**src/rtl/cla_adder_seq_arbiter.sv**
```systemverilog
// cla_adder_seq_arbiter
// Time-shares one external 16-bit combinational adder among NREQ requesters.
// A round-robin arbiter accepts one WIDTH-bit operation at a time, latches the
// operands, then runs WIDTH/16 adder passes low slice first, with the carry
// chained through a register. The result goes out on a valid/ready response
// channel tagged with the requester index.
// Optional build macro: CLA_ADDER_SEQ_SUB_EN adds req_op (1 = subtract, a - b).
module cla_adder_seq_arbiter #(
  parameter int unsigned NREQ  = 4,
  parameter int unsigned WIDTH = 32,
  parameter int unsigned IDW   = 3
) (
  input  logic                  clk,
  input  logic                  rst_n,
  input  logic [NREQ-1:0]       req_valid,
  output logic [NREQ-1:0]       req_ready,
  input  logic [NREQ*WIDTH-1:0] req_a,
  input  logic [NREQ*WIDTH-1:0] req_b,
  input  logic [NREQ-1:0]       req_cin,
`ifdef CLA_ADDER_SEQ_SUB_EN
  input  logic [NREQ-1:0]       req_op,
`endif
  output logic [15:0]           adder_a,
  output logic [15:0]           adder_b,
  output logic                  adder_cin,
  input  logic [15:0]           adder_sum,
  input  logic                  adder_cout,
  output logic                  rsp_valid,
  input  logic                  rsp_ready,
  output logic [WIDTH-1:0]      rsp_sum,
  output logic                  rsp_cout,
  output logic [IDW-1:0]        rsp_id,
  output logic                  busy
);

  localparam int unsigned S  = WIDTH / 16;
  localparam int unsigned KW = (S > 1) ? $clog2(S) : 1;
  localparam int unsigned PW = $clog2(NREQ);

  if (NREQ < 2 || NREQ > 8) begin : g_chk_nreq
    $error("cla_adder_seq_arbiter: NREQ must be in 2..8");
  end
  if ((WIDTH % 16) != 0 || WIDTH < 16 || WIDTH > 64) begin : g_chk_width
    $error("cla_adder_seq_arbiter: WIDTH must be a multiple of 16 in 16..64");
  end
  if (IDW < PW) begin : g_chk_idw
    $error("cla_adder_seq_arbiter: IDW too narrow for NREQ");
  end

  typedef enum logic [1:0] {
    IDLE,
    EXEC,
    RESP
  } state_t;

  state_t           state_q;
  state_t           state_d;

  // arbitration
  logic [PW-1:0]    rr_q;
  logic [PW-1:0]    sel;
  logic [PW:0]      pos;
  logic             any_valid;
  logic             accept;

  // operands of the selected requester
  logic [WIDTH-1:0] a_sel;
  logic [WIDTH-1:0] b_sel;
  logic             cin_sel;

  // latched operation and running result
  logic [WIDTH-1:0] a_q;
  logic [WIDTH-1:0] b_q;
  logic             cin_q;
  logic [IDW-1:0]   id_q;
  logic [KW-1:0]    k_q;
  logic             carry_q;
  logic [WIDTH-1:0] res_q;
  logic             cout_q;

  // current slice view
  logic [15:0]      a_slice;
  logic [15:0]      b_slice;
  logic             last_slice;
  logic             sub_c;

`ifdef CLA_ADDER_SEQ_SUB_EN
  logic             op_sel;
  logic             op_q;
  assign sub_c = op_q;
`else
  assign sub_c = 1'b0;
`endif

  // Round-robin search: first valid requester at or above rr_q, wrapping.
  always_comb begin
    pos       = '0;
    sel       = '0;
    any_valid = 1'b0;
    for (int unsigned j = 0; j < NREQ; j++) begin
      pos = {1'b0, rr_q} + (PW+1)'(j);
      if (pos >= (PW+1)'(NREQ)) begin
        pos = pos - (PW+1)'(NREQ);
      end
      if (!any_valid && req_valid[pos[PW-1:0]]) begin
        any_valid = 1'b1;
        sel       = pos[PW-1:0];
      end
    end
  end

  // Operand mux for the selected requester.
  always_comb begin
    a_sel   = '0;
    b_sel   = '0;
    cin_sel = 1'b0;
`ifdef CLA_ADDER_SEQ_SUB_EN
    op_sel  = 1'b0;
`endif
    for (int unsigned i = 0; i < NREQ; i++) begin
      if (sel == PW'(i)) begin
        a_sel   = req_a[i*WIDTH +: WIDTH];
        b_sel   = req_b[i*WIDTH +: WIDTH];
        cin_sel = req_cin[i];
`ifdef CLA_ADDER_SEQ_SUB_EN
        op_sel  = req_op[i];
`endif
      end
    end
  end

  // Slice k of the latched operands feeds the shared adder.
  always_comb begin
    a_slice = '0;
    b_slice = '0;
    for (int unsigned s = 0; s < S; s++) begin
      if (k_q == KW'(s)) begin
        a_slice = a_q[16*s +: 16];
        b_slice = b_q[16*s +: 16];
      end
    end
  end

  assign last_slice = (k_q == KW'(S-1));

  // State register.
  always_ff @(posedge clk or negedge rst_n) begin
    if (!rst_n) begin
      state_q <= IDLE;
    end else begin
      state_q <= state_d;
    end
  end

  // Next state and control outputs; adder ports are only driven in EXEC.
  always_comb begin
    state_d   = state_q;
    accept    = 1'b0;
    req_ready = '0;
    rsp_valid = 1'b0;
    busy      = 1'b0;
    adder_a   = '0;
    adder_b   = '0;
    adder_cin = 1'b0;
    unique case (state_q)
      IDLE: begin
        if (any_valid) begin
          accept         = 1'b1;
          // gated by rst_n so a held request shows no accept while in reset
          req_ready[sel] = rst_n;
          state_d        = EXEC;
        end
      end
      EXEC: begin
        busy    = 1'b1;
        adder_a = a_slice;
        adder_b = sub_c ? ~b_slice : b_slice;
        if (k_q == '0) begin
          adder_cin = sub_c ? 1'b1 : cin_q;
        end else begin
          adder_cin = carry_q;
        end
        if (last_slice) begin
          state_d = RESP;
        end
      end
      RESP: begin
        busy      = 1'b1;
        rsp_valid = 1'b1;
        if (rsp_ready) begin
          state_d = IDLE;
        end
      end
      default: state_d = IDLE;
    endcase
  end

  // Operand latch at accept, slice-by-slice result and carry chaining in EXEC.
  always_ff @(posedge clk or negedge rst_n) begin
    if (!rst_n) begin
      rr_q    <= '0;
      a_q     <= '0;
      b_q     <= '0;
      cin_q   <= 1'b0;
      id_q    <= '0;
      k_q     <= '0;
      carry_q <= 1'b0;
      res_q   <= '0;
      cout_q  <= 1'b0;
    end else begin
      if (accept) begin
        a_q   <= a_sel;
        b_q   <= b_sel;
        cin_q <= cin_sel;
        id_q  <= IDW'(sel);
        k_q   <= '0;
        rr_q  <= (sel == PW'(NREQ-1)) ? '0 : sel + 1'b1;
      end
      if (state_q == EXEC) begin
        for (int unsigned s = 0; s < S; s++) begin
          if (k_q == KW'(s)) begin
            res_q[16*s +: 16] <= adder_sum;
          end
        end
        carry_q <= adder_cout;
        if (last_slice) begin
          k_q    <= '0;
          cout_q <= adder_cout;
        end else begin
          k_q <= k_q + 1'b1;
        end
      end
    end
  end

`ifdef CLA_ADDER_SEQ_SUB_EN
  // Operation select latched alongside the operands.
  always_ff @(posedge clk or negedge rst_n) begin
    if (!rst_n) begin
      op_q <= 1'b0;
    end else if (accept) begin
      op_q <= op_sel;
    end
  end
`endif

  assign rsp_sum  = res_q;
  assign rsp_cout = cout_q;
  assign rsp_id   = id_q;

endmodule

```
**config.mk**
```make
export PLATFORM = sky130hd
export DESIGN_NAME = cla_adder_seq_arbiter
export DESIGN_NICKNAME = d
export VERILOG_FILES = /design/src/rtl/cla_adder_seq_arbiter.sv
export SDC_FILE = /design/constraint.sdc
export NUM_CORES = 1
export LEC_CHECK = 0
export ABC_AREA = 1
export BUFFER_PORTS_ARGS = -buffer_cell sky130_fd_sc_hd__buf_2
export CORE_AREA = 4 4 138 140
export CTS_BUF_LIST = sky130_fd_sc_hd__clkbuf_16
export CTS_CLUSTER_SIZE = 8
export DETAILED_ROUTE_END_ITERATION = 8
export DIE_AREA = 0 0 142 144
export PLACE_DENSITY = 0.75
export SLEW_MARGIN = 20
export SYNTH_ARGS = -nofsm -noshare
export SYNTH_HDL_FRONTEND = slang
export SYNTH_SLANG_ARGS = --single-unit
```
**constraint.sdc**
```tcl
create_clock -name clk -period 5.5 [get_ports clk]
set_input_delay 0.55 -clock clk [delete_from_list [all_inputs] [get_ports clk]]
set_output_delay 0.55 -clock clk [all_outputs]
set_load 0.05 [all_outputs]
```
==> impl_metrics.json, run 1 <==
{
  "status": "complete, no violations",
  "placed_cell_area_um2": 8735,
  "r2r_cells": 17,
  "yosysSeqAreaShare": 0.3842,
  "clk_pin_slew_ns": 0.08,
  "yosysTopAreaCell": "dfrtp_1",
  "cp_max_fo": 66,
  "portBuffers": 357,
  "numCtsBuffers": 9,
  "nets": 1584,
  "path_cells": "inv_4 > nand2_1 > nand3_1 > nand2_2 > inv_1 > nand3_1 > nand2_1 > a21oi_1 > inv_1 > ha_2 > inv_2 > nor2_1 > buf_2",
  "initial_core_util": 0.3870,
  "drive_gt1_frac": 0.3709,
  "syn_area_um2": 6904,
  "cts_buffer_depth": 2,
  "die_w_um": 142,
  "overflow": 0,
  "grt_max_degree": 86,
  "max_clock_freq_mhz": 251.7,
  "clock_latency_ns": 0.35,
  "drc": 0,
  "synthTopCellsByArea": "dfrtp_1 (38%), nand2_1 (16%), o21ai_0 (13%), inv_1 (5.4%), o21ai_2 (5.2%)",
  "netlist.area_leader.share": 0.3842,
  "synth_area_per_cell_um2": 6.988,
  "grt_util_all_layers": 0.2243,
  "post-cts-setup-buffers": 0,
  "cts_hold_buf": 0,
  "relSlewSlack": 0.2932,
  "worstSetupStartpointType": "flop",
  "postRouteAntennaNets": 0,
  "drt_iter0_markers": 488,
  "critPathMaxStageDelay_ns": 0.74,
  "grt_pass1_vias": 7249,
  "cts_sinks": 106,
  "min_period_over_period": 0.7223,
  "die_height_um": 144,
  "insertedDiodeCount": 0,
  "core_um2": 17840,
  "via_per_inst": 5.011,
  "ys_ff_latch": 106,
  "rows": 49,
  "cts_root_buffer": "clkbuf_16",
  "grt_pass1_wl_um": 36690,
  "crit_type": "reg -> out",
  "slew_violations": 0,
  "netlist_instances": 988,
  "final_cell_mix": "buf_2 (356), nand2_1 (291), o21ai_0 (185), dfrtp_1 (106), inv_1 (100)",
  "wl_per_cell_um": 15.57,
  "final_area_um2": 9047,
  "cp.arrival_ns": 3.42,
  "path_delay_family": "buffers and inverters",
  "critPathCaptureType": "output port",
  "yosys.cell_types.count": 27,
  "rsz0062_at_grt": "false",
  "fin_crit_ns": 3.973,
  "fin_setup_tns_ns": 0,
  "cts_tree": "yes",
  "r2r-end": "a_q[2]",
  "hp-class": "in -> async",
  "tightest_slew_ns": 1.058,
  "area_growth_syn_to_layout_pct": 31.04,
  "vias": 7647,
  "cp_num_buf_inv": 5,
  "drt_pass1_iterations": 5,
  "final_common_cell": "buf_2",
  "antenna_found_initial": 0,
  "drv_cap": 0,
  "crit_slowest_cell": "inv_2",
  "gp_congestion": 0.9240,
  "syn_nets": 1280,
  "hold_violations": 0,
  "fin_skew_ns": 0.009964,
  "totalWireLength_um": 23760,
  "regToRegSetupSlack_ns": 1.70,
  "finalSetupViolations": 0,
  "io_pins": 359,
  "cts_resized": 0,
  "critPathRequiredTime_ns": 4.95,
  "r2r-start": "rr_q[0]",
  "yosysWarnings": 0,
  "hpwlAfterDp_um": 17750,
  "die_area_um2": 20450,
  "htreeDepth": 3
}
==> worst register-to-register path, stage by stage (launching register included) <==
cell,delay [ns]
dfrtp_1,0.52
inv_4,0.16
nand2_1,0.08
nand3_1,0.11
nand2_2,0.12
nor3_1,0.29
a21oi_1,0.20
inv_1,0.12
ha_1,0.14
inv_1,0.07
nor2_4,0.80
buf_4,0.43
nand2_1,0.09
nand2_1,0.06
o21ai_0,0.07
o21ai_0,0.31
nand2_2,0.09
o21ai_2,0.08
==> metal layers <==
layer,share of wire,vias to the layer above,track usage,routed length (um)
met2,0.49,299,0.3747,11660
met5,0,-,0,0
met1,0.43,3502,0.3032,10110
met4,0.023,0,0.07121,544
li1,-,3813,-,-
met3,0.061,33,0.03009,1439
==> worst max path at each step <==
stage / startpoint / to / slack [ns] / cells after the start
finish: rr_q[0] / req_ready[2] / 1.53 / 13
global route: rr_q[0] / req_ready[2] / 1.23 / 13
CTS: rr_q[0] / req_ready[2] / 1.55 / 13
detailed placement: req_valid[1] / a_q[2] / 1.70 / 18
global placement: req_valid[1] / a_q[2] / 1.80 / 18
floorplan: req_valid[3] / req_ready[3] / 2.19 / 14
==> per-stage QoR <==
step | utilization | cells | hold slack, ns | worst slack, ns
finish | 0.5071 | 1526 | 0.1880 | 1.527
global route | 0.5071 | 1526 | 0.2229 | 1.232
CTS | 0.5069 | 1526 | 0.2051 | 1.555
detailed placement | 0.4896 | 1510 | 0.4644 | 1.700
global placement | 0.4896 | 1510 | 0.4603 | 1.803
floorplan | - | 988 | 0.2544 | 2.189
==> synth_stat cells (all sizes together) <==
library cell and count:
nand2 338, o21ai 235, dfrtp 106, inv 104
a21oi 66, clkbuf 45, o22ai 33, buf 27
nand3 14, ha 8, nor2 6, nand4 2
conb 1, mux2 1, nor3 1, or2 1
==> state kept, by name, summed over array words and instances, names as in the netlist, 2 cells and up <==
name / count
a_q: 32
b_q: 32
rsp_sum: 32
rr_q: 2
rsp_id: 2
state_q: 2
==> cell families (layout without fill, tap and decap cells) <==
group,count (synthesis),count (layout),share of synthesized area
and+or+nand+nor,362,362,0.2229
AOI/OAI and AO/OA,334,334,0.2704
adders and majority gates,8,8,0.01450
buffers and inverters,176,485,0.1058
muxes,1,1,0.001631
other,1,1,0.0005432
DFF,106,106,0.3842
==> layout make-up <==
cell class / instances / area [um^2]
Fill cell: 1804 / 8793
Multi-Input combinational cell: 706 / 3548
Sequential cell: 106 / 2653
Timing Repair Buffer: 365 / 1853
Inverter: 104 / 397.9
Tap cell: 229 / 286.5
Clock buffer: 9 / 225.2
Clock inverter: 7 / 83.83
Power of run 1 is not shown: default switching activity piles up to over one toggle a cycle in this logic, so the estimate is an artifact.
==> inputs of run 2 (changes only) <==
--- a/config.mk
+++ b/config.mk
@@ -12,7 +12,7 @@
 export CTS_CLUSTER_SIZE = 8
 export DETAILED_ROUTE_END_ITERATION = 8
 export DIE_AREA = 0 0 142 144
-export PLACE_DENSITY = 0.75
+export PLACE_DENSITY = 0.78
 export SLEW_MARGIN = 20
 export SYNTH_ARGS = -nofsm -noshare
 export SYNTH_HDL_FRONTEND = slang
==> constraint.sdc (replaced) <==
create_clock -name clk -period 3.4 [get_ports clk]
set_input_delay 0.34 -clock clk [delete_from_list [all_inputs] [get_ports clk]]
set_output_delay 0.34 -clock clk [all_outputs]
set_load 0.05 [all_outputs]
==> run 2 against run 1 <==
Sequential cell count is the same. First-iteration DRC count grew 14%. Global-route usage is 1.2 points higher. Clock skew shrank 0.0012 ns. Die area stayed put. Register-to-register slack got worse by 1.4 ns. Worst setup slack got worse by 1.3 ns. Cell area rose by 3.1%. Critical path type unchanged. Largest cell class unchanged. Highest routed layer unchanged.
==> impl_metrics.json, run 2 (synthesis results as in run 1) <==
{
  "area_growth_syn_to_layout_pct": 35.09,
  "initial_core_util": 0.3870,
  "drc": 0,
  "critPathCaptureType": "output port",
  "tightest_slew_ns": 1.059,
  "gp_congestion": 1.017,
  "postRouteAntennaNets": 0,
  "max_clock_freq_mhz": 311.2,
  "cts_hold_buf": 0,
  "die_height_um": 144,
  "hp-class": "in -> async",
  "cts_sinks": 106,
  "slew_violations": 0,
  "whs_ns": 0.08415,
  "drt_pass1_iterations": 5,
  "hold_violations": 0,
  "status": "complete, no violations",
  "io_pins": 359,
  "fin_setup_tns_ns": 0,
  "via_per_inst": 5.058,
  "core_um2": 17840,
  "cts_buffer_depth": 2,
  "crit_type": "reg -> out",
  "die_w_um": 142,
  "vias": 7855,
  "clk_pin_slew_ns": 0.08,
  "drt_iter0_markers": 557,
  "critPathRequiredTime_ns": 3.06,
  "portBuffers": 357,
  "totalWireLength_um": 25670,
  "die_area_um2": 20450,
  "final_area_um2": 9326,
  "cts_root_buffer": "clkbuf_16",
  "min_period_over_period": 0.9452,
  "cp_max_fo": 26,
  "grt_pass1_vias": 7294,
  "antenna_found_initial": 6,
  "grt_util_all_layers": 0.2362,
  "fin_skew_ns": 0.008759,
  "drive_gt1_frac": 0.3819,
  "final_cell_mix": "buf_2 (356), nand2_1 (291), o21ai_0 (185), dfrtp_1 (105), inv_1 (100)",
  "cts_tree": "yes",
  "relSlewSlack": 0.2942,
  "grt_max_degree": 136,
  "final_common_cell": "buf_2",
  "wl_per_cell_um": 16.53,
  "finalSetupViolations": 0,
  "drv_cap": 0,
  "htreeDepth": 3,
  "rows": 49,
  "hpwlAfterDp_um": 18810,
  "fin_crit_ns": 3.214,
  "nets": 1604,
  "placed_cell_area_um2": 8910,
  "numCtsBuffers": 9,
  "grt_pass1_wl_um": 38120,
  "overflow": 0,
  "clock_latency_ns": 0.35,
  "worstSetupStartpointType": "flop",
  "cp.arrival_ns": 2.87
}
[run 2: final cells by class]
| cell class | instances | area, um^2 |
|---|---|---|
| Fill cell | 1762 | 8514 |
| Multi-Input combinational cell | 707 | 3573 |
| Sequential cell | 106 | 2654 |
| Timing Repair Buffer | 384 | 2085 |
| Inverter | 104 | 402.9 |
| Tap cell | 229 | 286.5 |
| Clock buffer | 9 | 225.2 |
| Clock inverter | 7 | 82.58 |
| Antenna cell | 7 | 17.52 |
[run 2: worst max-delay path: stages, from the launching register on]
cell and delay, ns:
dfrtp_2 0.48, inv_4 0.11, nand2_1 0.07, nand3_1 0.09
nand2_1 0.11, nand3_1 0.11, nand2_1 0.06, nand2_1 0.09
nand2_1 0.09, a21oi_2 0.23, inv_1 0.12, buf_4 0.16
ha_4 0.18, inv_6 0.16, buf_12 0.19, nor2_1 0.06
buf_2 0.21
[run 2: path summary, 6_finish.rpt]
kind | slack, ns | endpoint | from | cells past startpoint
max in group asynchronous | 2.06 | rr_q[0] | rst_n | 3
worst max-delay path | 0.19 | req_ready[2] | rr_q[0] | 16
worst min-delay path | 0.08 | a_q[28] | rst_n | 2
worst max register to register | 0.33 | a_q[10] | rr_q[0] | 17
worst min register to register | 0.49 | rsp_sum[18] | rsp_sum[18] | 2
min in group clk | 0.25 | rsp_sum[10] | adder_sum[10] | 3
[run 2: layer usage]
layer | up-vias | track usage | share of wire
li1 | 3875 | - | -
met1 | 3564 | 0.3097 | 0.41
met2 | 363 | 0.3958 | 0.49
met3 | 53 | 0.03307 | 0.068
met4 | 0 | 0.09343 | 0.030
met5 | - | 0 | 0
[run 2: per-stage QoR]
step	worst slack, ns	util	instances
2_1_floorplan	0.3361	-	988
3_3_place_gp	-0.1497	0.4994	1525
3_5_place_dp	-0.2606	0.4994	1525
4_1_cts	-0.05232	0.5188	1543
5_1_grt	-0.0003102	0.5226	1552
6_report	0.1864	0.5228	1553
[run 2: repair_timing]
action,CTS,global route
gates cloned,1,1
setup endpoints to repair,44,21
buffers inserted,1,2
gates resized for setup,5,4
pin swaps,1,1
Power of run 2 is left out for the same reason.
==> inputs of run 3 (changes only) <==
--- a/config.mk
+++ b/config.mk
@@ -7,12 +7,15 @@
 export LEC_CHECK = 0
 export ABC_AREA = 1
 export BUFFER_PORTS_ARGS = -buffer_cell sky130_fd_sc_hd__buf_2
-export CORE_AREA = 4 4 138 140
+export CELL_PAD_IN_SITES_DETAIL_PLACEMENT = 1
+export CELL_PAD_IN_SITES_GLOBAL_PLACEMENT = 1
+export CORE_ASPECT_RATIO = 2
+export CORE_MARGIN = 4
+export CORE_UTILIZATION = 28
 export CTS_BUF_LIST = sky130_fd_sc_hd__clkbuf_16
 export CTS_CLUSTER_SIZE = 8
 export DETAILED_ROUTE_END_ITERATION = 8
-export DIE_AREA = 0 0 142 144
-export PLACE_DENSITY = 0.78
+export PLACE_DENSITY = 0.83
 export SLEW_MARGIN = 20
 export SYNTH_ARGS = -nofsm -noshare
 export SYNTH_HDL_FRONTEND = slang
==> constraint.sdc (replaced) <==
create_clock -name clk -period 3.4 [get_ports clk]
set_input_delay 0.68 -clock clk [delete_from_list [all_inputs] [get_ports clk]]
set_output_delay 0.68 -clock clk [all_outputs]
set_load 0.05 [all_outputs]
==> run 3 against run 2 <==
First-iteration DRC count shrank 51%. Clock skew shrank 0.0014 ns. Worst hold slack gained 0.38 ns. Critical path depth shrank 4. Worst setup slack gained 0.012 ns. Cell area grew 1.1%. Global-route usage shrank 3.0 points. Critical endpoint unchanged.
==> impl_metrics.json, run 3 (synthesis results as in run 1) <==
{
  "cts_sinks": 106,
  "min_period_over_period": 0.9416,
  "die_area_um2": 27390,
  "grt_util_all_layers": 0.2062,
  "rows": 81,
  "tightest_slew_ns": 0.8587,
  "vias": 7906,
  "hold_violations": 0,
  "drt_iter0_markers": 275,
  "clock_latency_ns": 0.35,
  "fill_cells": 3230,
  "portBuffers": 357,
  "fin_crit_ns": 3.202,
  "cts_hold_buf": 0,
  "overflow": 0,
  "cp_max_fo": 6,
  "relSlewSlack": 0.4275,
  "clk_pin_slew_ns": 0.09,
  "hp-class": "in -> async",
  "nets": 1601,
  "numCtsBuffers": 9,
  "critPathRequiredTime_ns": 2.72,
  "die_w_um": 119.0,
  "wl_per_cell_um": 17.67,
  "crit_type": "reg -> out",
  "fin_skew_ns": 0.007375,
  "cts_buffer_depth": 2,
  "drc": 0,
  "totalWireLength_um": 29210,
  "io_pins": 359,
  "grt_pass1_vias": 8203,
  "critPathMaxStageDelay_ns": 0.47,
  "path_cells": "clkbuf_2 > nand2_1 > o21ai_0 > o21ai_0 > nand3_1 > nand3_1 > nand2_2 > inv_2 > ha_2 > inv_2 > nor2_2 > buf_6",
  "final_common_cell": "buf_2",
  "final_cell_mix": "buf_2 (355), nand2_1 (290), o21ai_0 (185), dfrtp_1 (105), inv_1 (99)",
  "drv_cap": 0,
  "cp.arrival_ns": 2.52,
  "hpwlAfterDp_um": 22730,
  "cts_tree": "yes",
  "critPathCaptureType": "output port",
  "initial_core_util": 0.2827,
  "gp_congestion": 0.9086,
  "die_height_um": 230.1,
  "core_um2": 24420,
  "max_clock_freq_mhz": 312.3,
  "worstSetupStartpointType": "flop",
  "drive_gt1_frac": 0.3851,
  "antenna_found_initial": 7,
  "crit_slowest_cell": "dfrtp_2",
  "area_growth_syn_to_layout_pct": 36.61,
  "postRouteAntennaNets": 0,
  "htreeDepth": 3,
  "grt_max_degree": 136,
  "cp_num_buf_inv": 4,
  "via_per_inst": 4.783,
  "slew_violations": 0,
  "cts_root_buffer": "clkbuf_16",
  "rsz0062_at_grt": "false",
  "finalSetupViolations": 0,
  "fin_setup_tns_ns": 0,
  "path_delay_family": "simple AND/OR/NAND/NOR gates",
  "status": "complete, no violations",
  "grt_pass1_wl_um": 44620,
  "drt_pass1_iterations": 4
}
[run 3: metrics by stage]
step | hold slack [ns] | instance area, um^2 | std cells | util | worst slack, ns
finish | 0.4649 | 9432 | 1653 | 0.3861 | 0.1984
global route | 0.5099 | 9429 | 1652 | 0.3860 | 0.0001323
CTS | 0.4887 | 9364 | 1644 | 0.3834 | 0.03394
detailed placement | 0.4675 | 9044 | 1628 | 0.3703 | 0.05550
global placement | 0.4623 | 9044 | 1628 | 0.3703 | 0.08294
floorplan | 0.3844 | 6909 | 988 | - | 0.03643
[run 3: worst register-to-register path: cells and delay by family, from the launching register on]
kind                       cells  cell delay (ns)
and+or+nand+nor                6             0.56
AOI/OAI and AO/OA              6             0.97
buffers and inverters          4             0.76
adders and majority gates      1             0.23
DFF                            1             0.47
[run 3: repair_timing]
| action | CTS | global route |
|---|---|---|
| gates resized for setup | 1 | 10 |
| endpoints found under the setup margin | 2 | 5 |
| pin swaps | 0 | 1 |
| setup buffers | 0 | 2 |
[run 3: area by class of cell]
class	count	area, um^2	share of cell area
inverter	104	397.9	0.04219
tap	332	415.4	0.04404
sequential	106	2654	0.2814
timing repair buffer	382	2043	0.2166
antenna	7	17.52	0.001857
clock buffer	9	225.2	0.02388
multi-input combinational	706	3585	0.3801
clock inverter	7	93.84	0.009950
[run 3: final timing paths]
check / slack (ns) / start / cells past startpoint / endpoint
max: 0.20 / rr_q[0] / 12 / req_ready[2]
min: 0.46 / rst_n / 2 / rsp_sum[31]
max reg2reg: 0.36 / rr_q[0] / 17 / a_q[11]
min reg2reg: 0.48 / rsp_sum[20] / 2 / rsp_sum[20]
max in group asynchronous: 1.70 / rst_n / 3 / b_q[13]
min in group clk: 0.48 / rsp_sum[20] / 2 / rsp_sum[20]
[run 3: routing by layer]
metal / track usage / wire, um / share of wire
met1: 0.2313 / 11000 / 0.38
met3: 0.02363 / 1130 / 0.039
met4: 0.09467 / 1084 / 0.037
met2: 0.3830 / 15990 / 0.55
met5: 0 / 0 / 0
Power of run 3 is left out for the same reason.
